## src/rtl/high_score_table_pkg.sv

```systemverilog
// Shared types and constants for the high-score leaderboard.
package hs_pkg;

  typedef enum logic [1:0] {IDLE, SCAN, SHIFT, WRITE} state_e;

  typedef logic [3:0] bcd_digit_t;

  localparam logic [2:0] FINISH_MODE_DFLT = 3'b101;

  // gfedcba, active high; index = decimal digit
  localparam logic [9:0][6:0] SEG7 = {
    7'b1101111, 7'b1111111, 7'b0000111, 7'b1111101, 7'b1101101,
    7'b1100110, 7'b1001111, 7'b1011011, 7'b0000110, 7'b0111111
  };
  localparam logic [6:0] SEG7_BLANK = 7'b0000000;

endpackage

```

## src/rtl/high_score_table_if.sv

```systemverilog
// Bus bundle between the leaderboard and its game-side neighbours.
interface high_score_table_if #(
  parameter int DIGITS = 2,
  parameter int DEPTH  = 4,
  parameter int MODE_W = 3
);
  localparam int SW = 4*DIGITS;
  localparam int IW = $clog2(DEPTH);

  logic [SW-1:0]       score;
  logic [MODE_W-1:0]   mode;
  logic                next_entry;
  logic [SW-1:0]       highest_score;
  logic [IW-1:0]       view_idx;
  logic [IW:0]         rank;
  logic                busy;
  logic [7*DIGITS-1:0] SS_disp;

  modport master (output score, mode, next_entry,
                  input  highest_score, view_idx, rank, busy, SS_disp);
  modport slave  (input  score, mode, next_entry,
                  output highest_score, view_idx, rank, busy, SS_disp);
endinterface

```

## src/rtl/high_score_table_seg7.sv

```systemverilog
// One BCD digit to seven segments; non-decimal codes go blank.
module bcd_to_seg7
  import hs_pkg::*;
(
  input  bcd_digit_t  d_i,
  output logic [6:0]  seg_o
);
  always_comb begin
    seg_o = SEG7_BLANK;
    if (d_i <= 4'd9) seg_o = SEG7[d_i];
  end
endmodule

```

## src/rtl/high_score_table.sv

```systemverilog
// Sorted top-DEPTH BCD leaderboard with scan/shift insert and 7-seg readout.
// Optional display blink of the newest entry under macro HS_BLINK_EN.
module high_score_table
  import hs_pkg::*;
#(
  parameter int DIGITS = 2,
  parameter int DEPTH  = 4,
  parameter int MODE_W = 3,
  parameter logic [MODE_W-1:0] FINISH_MODE = MODE_W'(FINISH_MODE_DFLT)
`ifdef HS_BLINK_EN
 ,parameter int BLINK_DIV = 24
`endif
)(
  input logic               clk,
  input logic               n_rst,
  high_score_table_if.slave hs
);
  localparam int SW = 4*DIGITS;
  localparam int IW = $clog2(DEPTH);
  localparam logic [IW-1:0] LAST = IW'(DEPTH-1);

  state_e                   state_q, state_d;
  logic [DEPTH-1:0][SW-1:0] tbl_q;
  logic [SW-1:0]            cand_q;
  logic [IW-1:0]            idx_q, pos_q, ptr_q, view_q;
  logic [IW:0]              rank_q;
  logic                     fin_q, place_q;
  logic                     is_fin, trig, hit, busy, blank;

  assign is_fin = (hs.mode == FINISH_MODE);
  assign trig   = is_fin && !fin_q && (state_q == IDLE);
  assign hit    = cand_q > tbl_q[idx_q];

  always_ff @(posedge clk or negedge n_rst) begin
    if (!n_rst) state_q <= IDLE;
    else        state_q <= state_d;
  end

  // A final miss still passes through WRITE so rank settles in the same slot as an insert.
  always_comb begin
    state_d = state_q;
    case (state_q)
      IDLE:  if (trig) state_d = SCAN;
      SCAN:  if (hit || idx_q == LAST) state_d = hit ? SHIFT : WRITE;
      SHIFT: if (ptr_q == pos_q) state_d = WRITE;
      WRITE: state_d = IDLE;
      default: state_d = IDLE;
    endcase
  end

  always_comb begin
    busy = (state_q != IDLE);
  end

  always_ff @(posedge clk or negedge n_rst) begin
    if (!n_rst) begin
      tbl_q   <= '0;
      cand_q  <= '0;
      idx_q   <= '0;
      pos_q   <= '0;
      ptr_q   <= '0;
      view_q  <= '0;
      rank_q  <= '0;
      fin_q   <= 1'b0;
      place_q <= 1'b0;
    end else begin
      fin_q <= is_fin;
      if (hs.next_entry) view_q <= (view_q == LAST) ? '0 : view_q + 1'b1;
      case (state_q)
        IDLE: if (trig) begin
          cand_q <= hs.score;
          idx_q  <= '0;
        end
        SCAN: begin
          if (hit) begin
            pos_q   <= idx_q;
            ptr_q   <= LAST;
            place_q <= 1'b1;
          end else if (idx_q == LAST) begin
            place_q <= 1'b0;
          end else begin
            idx_q <= idx_q + 1'b1;
          end
        end
        SHIFT: if (ptr_q != pos_q) begin
          tbl_q[ptr_q] <= tbl_q[ptr_q - 1'b1];
          ptr_q        <= ptr_q - 1'b1;
        end
        WRITE: begin
          if (place_q) tbl_q[pos_q] <= cand_q;
          rank_q <= place_q ? ({1'b0, pos_q} + 1'b1) : '0;
        end
        default: ;
      endcase
    end
  end

`ifdef HS_BLINK_EN
  logic [BLINK_DIV-1:0] blink_q;
  logic                 new_q;
  logic [IW-1:0]        new_pos_q;

  always_ff @(posedge clk or negedge n_rst) begin
    if (!n_rst) begin
      blink_q   <= '0;
      new_q     <= 1'b0;
      new_pos_q <= '0;
    end else begin
      blink_q <= blink_q + 1'b1;
      if (state_q == WRITE && place_q) begin
        new_q     <= 1'b1;
        new_pos_q <= pos_q;
      end else if (hs.next_entry || trig) begin
        new_q <= 1'b0;
      end
    end
  end

  assign blank = new_q && (view_q == new_pos_q) && blink_q[BLINK_DIV-1];
`else
  assign blank = 1'b0;
`endif

  logic [SW-1:0]            view_score;
  logic [DIGITS-1:0][6:0]   seg;

  assign view_score = tbl_q[view_q];

  for (genvar g = 0; g < DIGITS; g++) begin : g_dig
    bcd_to_seg7 u_seg (
      .d_i   (bcd_digit_t'(view_score[4*g +: 4])),
      .seg_o (seg[g])
    );
  end

  assign hs.highest_score = tbl_q[0];
  assign hs.view_idx      = view_q;
  assign hs.rank          = rank_q;
  assign hs.busy          = busy;
  assign hs.SS_disp       = blank ? '0 : seg;

endmodule
```

## src/flat_wrapper.sv

```systemverilog
// flat-port wrapper written by rule: the top's interface ports become plain ports
module high_score_table_flat import hs_pkg::*;
#(
  parameter int DIGITS = 2,
  parameter int DEPTH  = 4,
  parameter int MODE_W = 3,
  parameter logic [MODE_W-1:0] FINISH_MODE = MODE_W'(FINISH_MODE_DFLT)

)
  (clk, n_rst, hs_score, hs_mode, hs_next_entry, hs_highest_score, hs_view_idx, hs_rank, hs_busy, hs_SS_disp);
  high_score_table_if #(.DIGITS(DIGITS), .DEPTH(DEPTH), .MODE_W(MODE_W)) hs_i ();
  input logic clk;
  input logic n_rst;
  input wire logic [$bits(hs_i.score)-1:0] hs_score;
  input wire logic [$bits(hs_i.mode)-1:0] hs_mode;
  input wire logic [$bits(hs_i.next_entry)-1:0] hs_next_entry;
  output wire logic [$bits(hs_i.highest_score)-1:0] hs_highest_score;
  output wire logic [$bits(hs_i.view_idx)-1:0] hs_view_idx;
  output wire logic [$bits(hs_i.rank)-1:0] hs_rank;
  output wire logic [$bits(hs_i.busy)-1:0] hs_busy;
  output wire logic [$bits(hs_i.SS_disp)-1:0] hs_SS_disp;
  assign hs_i.score = hs_score;
  assign hs_i.mode = hs_mode;
  assign hs_i.next_entry = hs_next_entry;
  assign hs_highest_score = hs_i.highest_score;
  assign hs_view_idx = hs_i.view_idx;
  assign hs_rank = hs_i.rank;
  assign hs_busy = hs_i.busy;
  assign hs_SS_disp = hs_i.SS_disp;
  high_score_table #(.DIGITS(DIGITS), .DEPTH(DEPTH), .MODE_W(MODE_W), .FINISH_MODE(FINISH_MODE)) u_core (.clk(clk), .n_rst(n_rst), .hs(hs_i));
endmodule
```

## config.mk

```make
export PLATFORM = sky130hd
export DESIGN_NAME = high_score_table_flat
export DESIGN_NICKNAME = d
export VERILOG_FILES = /design/src/rtl/high_score_table_pkg.sv /design/src/rtl/high_score_table_if.sv /design/src/rtl/high_score_table_seg7.sv /design/src/rtl/high_score_table.sv /design/src/flat_wrapper.sv
export SDC_FILE = /design/constraint.sdc
export NUM_CORES = 1
export LEC_CHECK = 0
export ABC_AREA = 1
export CORE_MARGIN = 4
export CORE_UTILIZATION = 45
export DETAILED_ROUTE_END_ITERATION = 10
export HOLD_SLACK_MARGIN = 0.03
export PLACE_DENSITY_LB_ADDON = 0.1
export REMOVE_ABC_BUFFERS = 1
export SKIP_CTS_REPAIR_TIMING = 1
export SYNTH_ARGS = -nofsm -noshare
export SYNTH_HDL_FRONTEND = slang
export SYNTH_SLANG_ARGS = --single-unit
```

## constraint.sdc

```tcl
create_clock -name clk -period 3.2 [get_ports clk]
set_clock_uncertainty 0.15 [all_clocks]
set_input_delay 0.96 -clock clk [delete_from_list [all_inputs] [get_ports clk]]
set_output_delay 0.96 -clock clk [all_outputs]
set_load 0.03 [all_outputs]
```

==> results of run 1 <==
==> cells in the mapped netlist <==
master	number
nand3_1	9
xnor2_1	2
ha_1	31
clkbuf_1	6
nor2_1	23
buf_4	10
o21ai_1	6
nand2_1	112
o21ai_0	96
buf_2	6
o21bai_1	1
a21o_1	1
a21oi_1	67
o22ai_1	32
nand4_1	3
nand2_4	1
inv_1	79
clkinv_1	3
or2_2	1
dfrtp_1	55
a21oi_4	4
o21a_1	2
inv_2	1
nand3_2	1
nand2_2	4
buf_6	5
==> placed cells by master, fill, tap and decap left out, types with 3 or more instances in the layout <==
cell type,netlist,routed
nand2_1,112,102
inv_1,79,74
o21ai_0,96,73
a21oi_1,67,59
dfrtp_1,55,53
buf_4,10,37
o22ai_1,32,32
ha_1,31,27
clkdlybuf4s50_1,0,26
nor2_1,23,22
o21ai_2,0,14
o21ai_1,6,12
nand2_2,4,12
nand3_1,9,9
a21oi_2,0,8
clkbuf_8,0,7
buf_6,5,6
inv_2,1,5
a21oi_4,4,4
ha_4,0,4
clkinv_1,3,3
o21ai_4,0,3
nand2_4,1,3
nand4_1,3,3
==> registers in the layout (all words and copies together), names as in the netlist, 2 cells and up <==
signal                   cells
u_core.hs.rank               3
u_core.ptr_q                 2
u_core.idx_q                 2
u_core.state_q               2
u_core.cand_q                8
u_core.tbl_q                24
u_core.hs.highest_score      8
u_core.hs.view_idx           2
u_core.pos_q                 2
==> cell families after synthesis <==
kind of cell | count (synthesis) | synth area share (%)
AO/OA/AOI/OAI | 209 | 28.2
adder cells (fa/ha/maj) | 31 | 9.60
buffers and inverters | 110 | 12.3
flip-flops | 55 | 34.1
XOR/XNOR | 2 | 0.434
AND/OR/NAND/NOR | 154 | 15.4
==> how the worst max path moves through the flow <==
stage                                 to                  start  slack, ns  cells after the start
after detailed placement   hs_SS_disp[7]  u_core.hs.view_idx[0]      -0.12                     10
after floorplan           hs_SS_disp[11]  u_core.hs.view_idx[0]      -0.12                      9
after CTS                  hs_SS_disp[7]  u_core.hs.view_idx[0]      -0.46                     10
after global routing       hs_SS_disp[4]  u_core.hs.view_idx[0]      -0.08                     10
after global placement    hs_SS_disp[12]  u_core.hs.view_idx[0]      -0.03                     10
final                      hs_SS_disp[4]  u_core.hs.view_idx[0]       0.01                     10
==> through the flow <==
| step | cells | util, % |
|---|---|---|
| 2_1_floorplan | 534 | - |
| 3_3_place_gp | 702 | 51.8 |
| 3_5_place_dp | 702 | 51.8 |
| 4_1_cts | 710 | 53.0 |
| 5_1_grt | 725 | 57.1 |
| 6_report | 725 | 57.1 |
==> cell type report <==
type | count | share of cell area [%]
clock buffer | 7 | 1.94
inverter | 83 | 6.31
clock inverter | 1 | 0.151
tap | 108 | 2.72
sequential | 55 | 27.7
timing repair buffer | 75 | 13.5
multi-input combinational | 396 | 47.7
==> worst max-delay path: stages, from the launching register on <==
cell	delay, ns
dfrtp_2	0.45
buf_12	0.16
o21ai_1	0.14
nand2_1	0.11
buf_6	0.14
ha_4	0.16
o21ai_4	0.19
nand2_4	0.11
o21ai_2	0.08
nor2_1	0.06
buf_4	0.16
==> layer usage <==
metal  GRT usage, %  vias up  share of wire, %  routed length [µm]
li1               -     1978                 -                   -
met1           31.5     1862                43                5200
met2           36.8      158                48                5700
met3           3.32       26               6.8                 810
met4           7.67        0               2.1                 257
met5              0        -                 0                   0
==> impl_metrics.tcl, run 1 <==
set metrics [dict create \
    outcome "finished, final reports clean" \
    rows 34 \
    cp.arrival_ns 2.08 \
    cts_tree "built" \
    hold_slack_ns 0.317 \
    dpl_cell_area_mm2 0.00452 \
    cp-start-kind "flop" \
    critical_path_class "reg -> out" \
    wl_per_cell_um 16.5 \
    ant_nets 0 \
    min_period_over_period_pct 99.5 \
    hp-class "in -> async" \
    cts_buffer_depth 2 \
    firstDrtPassIters 5 \
    yosysTopAreaCell "dfrtp_1" \
    nets 661 \
    seq_area_frac_synth_pct 34.1 \
    numClockSinks 55 \
    antenna_found_initial 0 \
    regToRegStartpoint "u_core.state_q[0]" \
    yosysWarnings 0 \
    synth.top_cells.by_area "dfrtp_1 34%, o21ai_0 12%, nand2_1 10%" \
    diodes 0 \
    start_util_pct 46.3 \
    die_h_um 103 \
    dp_slack_ns -0.115 \
    synth-seq-cells 55 \
    grt_pass1_wl_mm 18.8 \
    cts-root-buf "clkbuf_8" \
    timing.slew.headroom_pct 52.9 \
    areaGrowthSynthToFinish_pct 23.1 \
    grt_pass1_vias 3780 \
    path_clk_slew_ns 0.10 \
    setup_violations 0 \
    fin_ws_ns 0.0145 \
    fp.dieArea_mm2 0.0106 \
    grt_max_degree 50 \
    fillCellCount 819 \
    netlist_area_mm2 0.00404 \
    multiInputGateArea_mm2 0.00237 \
    worst_pin_slew_ns 0.706 \
    fin_crit_ns 3.19 \
    final_area_mm2 0.00498 \
    dp_hpwl_mm 8.09 \
    cp_max_fo 20 \
    viasPerCell 5.55 \
    drt_iter0_drc 406 \
    cts_inserted_buffers 5 \
    clkLatencyLatePin_ns 0.31 \
    grt-ovfl-total 0 \
    finalSetupTns_ns 0 \
    synth_cells 561 \
    ff2ff_path_depth 6 \
    rsz0062_at_grt "true" \
    grtUsageTotal_pct 22.8 \
    max_cap_violations 0 \
    ios 42 \
    finalHoldViolations 0 \
    place_congestion 0.887 \
    drcViolationCount 0 \
    htree_levels 2 \
    r2r_end "u_core.hs.highest_score[6]" \
    dr_total_vias 4024 \
    port_buffers 41 \
    core-area_mm2 0.00872 \
    regToRegSetupSlack_ns 0.61 \
    fmax_ghz 0.314 \
    drive_above_1_share_pct 18.8 \
    end_kind "output port" \
    syn_area_per_cell_um2 7.20 \
    worstPathRequired_ns 2.09 \
    die_w_um 103 \
    yosysUniqueCellTypes 26 \
    maxSlewViolCount 0 \
    synth.top_cell.area_share_pct 34.1 \
    drt_wl_total_mm 12.0 \
    register_area_mm2 0.00138 \
]
Power of run 1 is left out: the tool's default activity adds up to more than one toggle a clock period on the data nets, which glitch-free logic cannot reach.
==> inputs of run 2 (changes only) <==
--- a/config.mk
+++ b/config.mk
@@ -12,7 +12,6 @@
 export HOLD_SLACK_MARGIN = 0.03
 export PLACE_DENSITY_LB_ADDON = 0.1
 export REMOVE_ABC_BUFFERS = 1
-export SKIP_CTS_REPAIR_TIMING = 1
 export SYNTH_ARGS = -nofsm -noshare
 export SYNTH_HDL_FRONTEND = slang
 export SYNTH_SLANG_ARGS = --single-unit
==> run 2 against run 1 <==
  * The flow now finishes with violations (negative setup slack)
  * Highest routed layer unchanged
  * Utilization rose by 2.0 points
  * Die area unchanged
  * Count of clock-buffer cells in the layout unchanged
  * Largest cell class unchanged
  * Global-route usage up 0.42 points
  * Sequential share of layout area fell by 0.92 points
  * Setup slack worse by 0.099 ns
  * First-iteration DRC count fell by 15%
  * Register-to-register slack got worse by 0.03 ns
  * Flip-flop and latch count unchanged
  * Non-clock buffer count is 8 higher
==> impl_metrics.tcl, run 2 (same netlist as run 1, synthesis figures left out) <==
set metrics [dict create \
    cpPeakStageDelay_ns 0.50 \
    grt_pass1_wl_mm 19.1 \
    worstPathRequired_ns 2.09 \
    die_w_um 103 \
    core-area_mm2 0.00872 \
    ant_nets 0 \
    place_congestion 0.887 \
    cp-start-kind "flop" \
    numClockSinks 55 \
    finalHoldViolations 0 \
    path_cells "buf_12 -> o21ai_1 -> nand2_2 -> buf_6 -> ha_4 -> o21ai_2 -> nand2_2 -> o21ai_1 -> nor2_1 -> buf_4" \
    cts_tree "built" \
    nets 669 \
    port_buffers 41 \
    grt-ovfl-total 0 \
    timing.slew.headroom_pct 51.3 \
    cp.arrival_ns 2.17 \
    cp-startpoint "u_core.hs.view_idx[0]" \
    rsz0062_at_grt "true" \
    largest-register "u_core.tbl_q" \
    grtUsageTotal_pct 23.3 \
    fin_ws_ns -0.0849 \
    final_cell_mix "102 x nand2_1, 74 x inv_1, 72 x o21ai_0, 57 x a21oi_1, 53 x dfrtp_1" \
    cp_slowest_cell "dfrtp_2" \
    min_period_over_period_pct 103 \
    max_cap_violations 0 \
    dp_slack_ns -0.115 \
    start_util_pct 46.3 \
    dr_total_vias 4117 \
    final_common_cell "nand2_1" \
    antenna_found_initial 0 \
    drcViolationCount 0 \
    end_kind "output port" \
    diodes 0 \
    cts_buffer_depth 2 \
    dp_hpwl_mm 8.09 \
    crit_buf_inv 3 \
    path_clk_slew_ns 0.10 \
    regToRegStartpoint "u_core.state_q[0]" \
    wl_per_cell_um 16.8 \
    fp.dieArea_mm2 0.0106 \
    drt_iter0_drc 344 \
    critPathTopFamily "flip-flops" \
    violations "negative setup slack" \
    cp_max_fo 6 \
    cts_inserted_buffers 5 \
    rows 34 \
    maxSlewViolCount 0 \
    firstDrtPassIters 7 \
    htree_levels 2 \
    clkLatencyLatePin_ns 0.32 \
    critical_path_class "reg -> out" \
    grt_max_degree 50 \
    hp-class "in -> async" \
    fmax_ghz 0.304 \
    drt_wl_total_mm 12.3 \
    drive_above_1_share_pct 20.2 \
    areaGrowthSynthToFinish_pct 27.4 \
    viasPerCell 5.62 \
    die_h_um 103 \
    largest_reg_flops 24 \
    cts-root-buf "clkbuf_8" \
    worst_pin_slew_ns 0.730 \
    grt_pass1_vias 3854 \
    outcome "finished, violations left" \
    ios 42 \
    fin_crit_ns 3.28 \
    setup_violations 4 \
]
-- run 2: changes by cell type in the layout (fill, tap and decap cells not counted), moves of 2 or more --
| cell | change |
|---|---|
| a21oi_4 | +3 |
| clkbuf_16 | +2 |
| clkbuf_4 | -2 |
| buf_6 | +11 |
| o21ai_2 | -3 |
| a21oi_1 | -2 |
| o21ai_1 | +3 |
| nor2_4 | +2 |
-- run 2: layer usage --
| metal | global-route usage (%) | up-vias | part of all wire [%] |
|---|---|---|---|
| li1 | - | 1998 | - |
| met1 | 31.7 | 1919 | 42 |
| met2 | 38.2 | 173 | 48 |
| met3 | 3.32 | 27 | 7.4 |
| met4 | 7.67 | 0 | 2.2 |
| met5 | 0 | - | 0 |
-- run 2: timing repair --
action / 4_1_cts / 5_1_grt
cloned: 0 / 2
hold buffers: 0 / 0
setup buffers: 7 / 14
setup endpoints to repair: 13 / 14
pin swaps: 6 / 20
gates resized for setup: 34 / 112
-- run 2: metrics by stage --
| step | area [µm²] | hold WS, ns | TNS [ns] | cells | utilization [%] |
|---|---|---|---|---|---|
| finish | 5150 | 0.314 | -0.112 | 733 | 59.0 |
| global route | 5150 | 0.314 | -1.19 | 733 | 59.0 |
| CTS | 4670 | 0.320 | -0.0236 | 717 | 53.5 |
| detailed placement | 4520 | 0.320 | -0.449 | 702 | 51.8 |
| global placement | 4520 | 0.328 | -0.0946 | 702 | 51.8 |
| floorplan | 3860 | 0.322 | -0.331 | 534 | - |
-- run 2: final cells by class --
class	instances	area, µm²
tap	108	135
multi-input combinational	396	2420
clock inverter	1	7.51
sequential	55	1380
fill	796	3570
inverter	83	314
timing repair buffer	83	797
clock buffer	7	96.3
-- run 2: final timing paths --
kind                                              end  slack (ns)  cells after the start
setup / recovery                        hs_SS_disp[4]       -0.08                     10
hold / removal             u_core.hs.highest_score[3]        0.31                      1
hold reg to reg                     u_core.hs.rank[1]        0.35                      2
setup reg to reg           u_core.hs.highest_score[6]        0.58                      6
min in group clk                    u_core.hs.rank[1]        0.35                      2
max in group asynchronous             u_core.ptr_q[1]        1.69                      2
Power of run 2 is left out for the same reason.
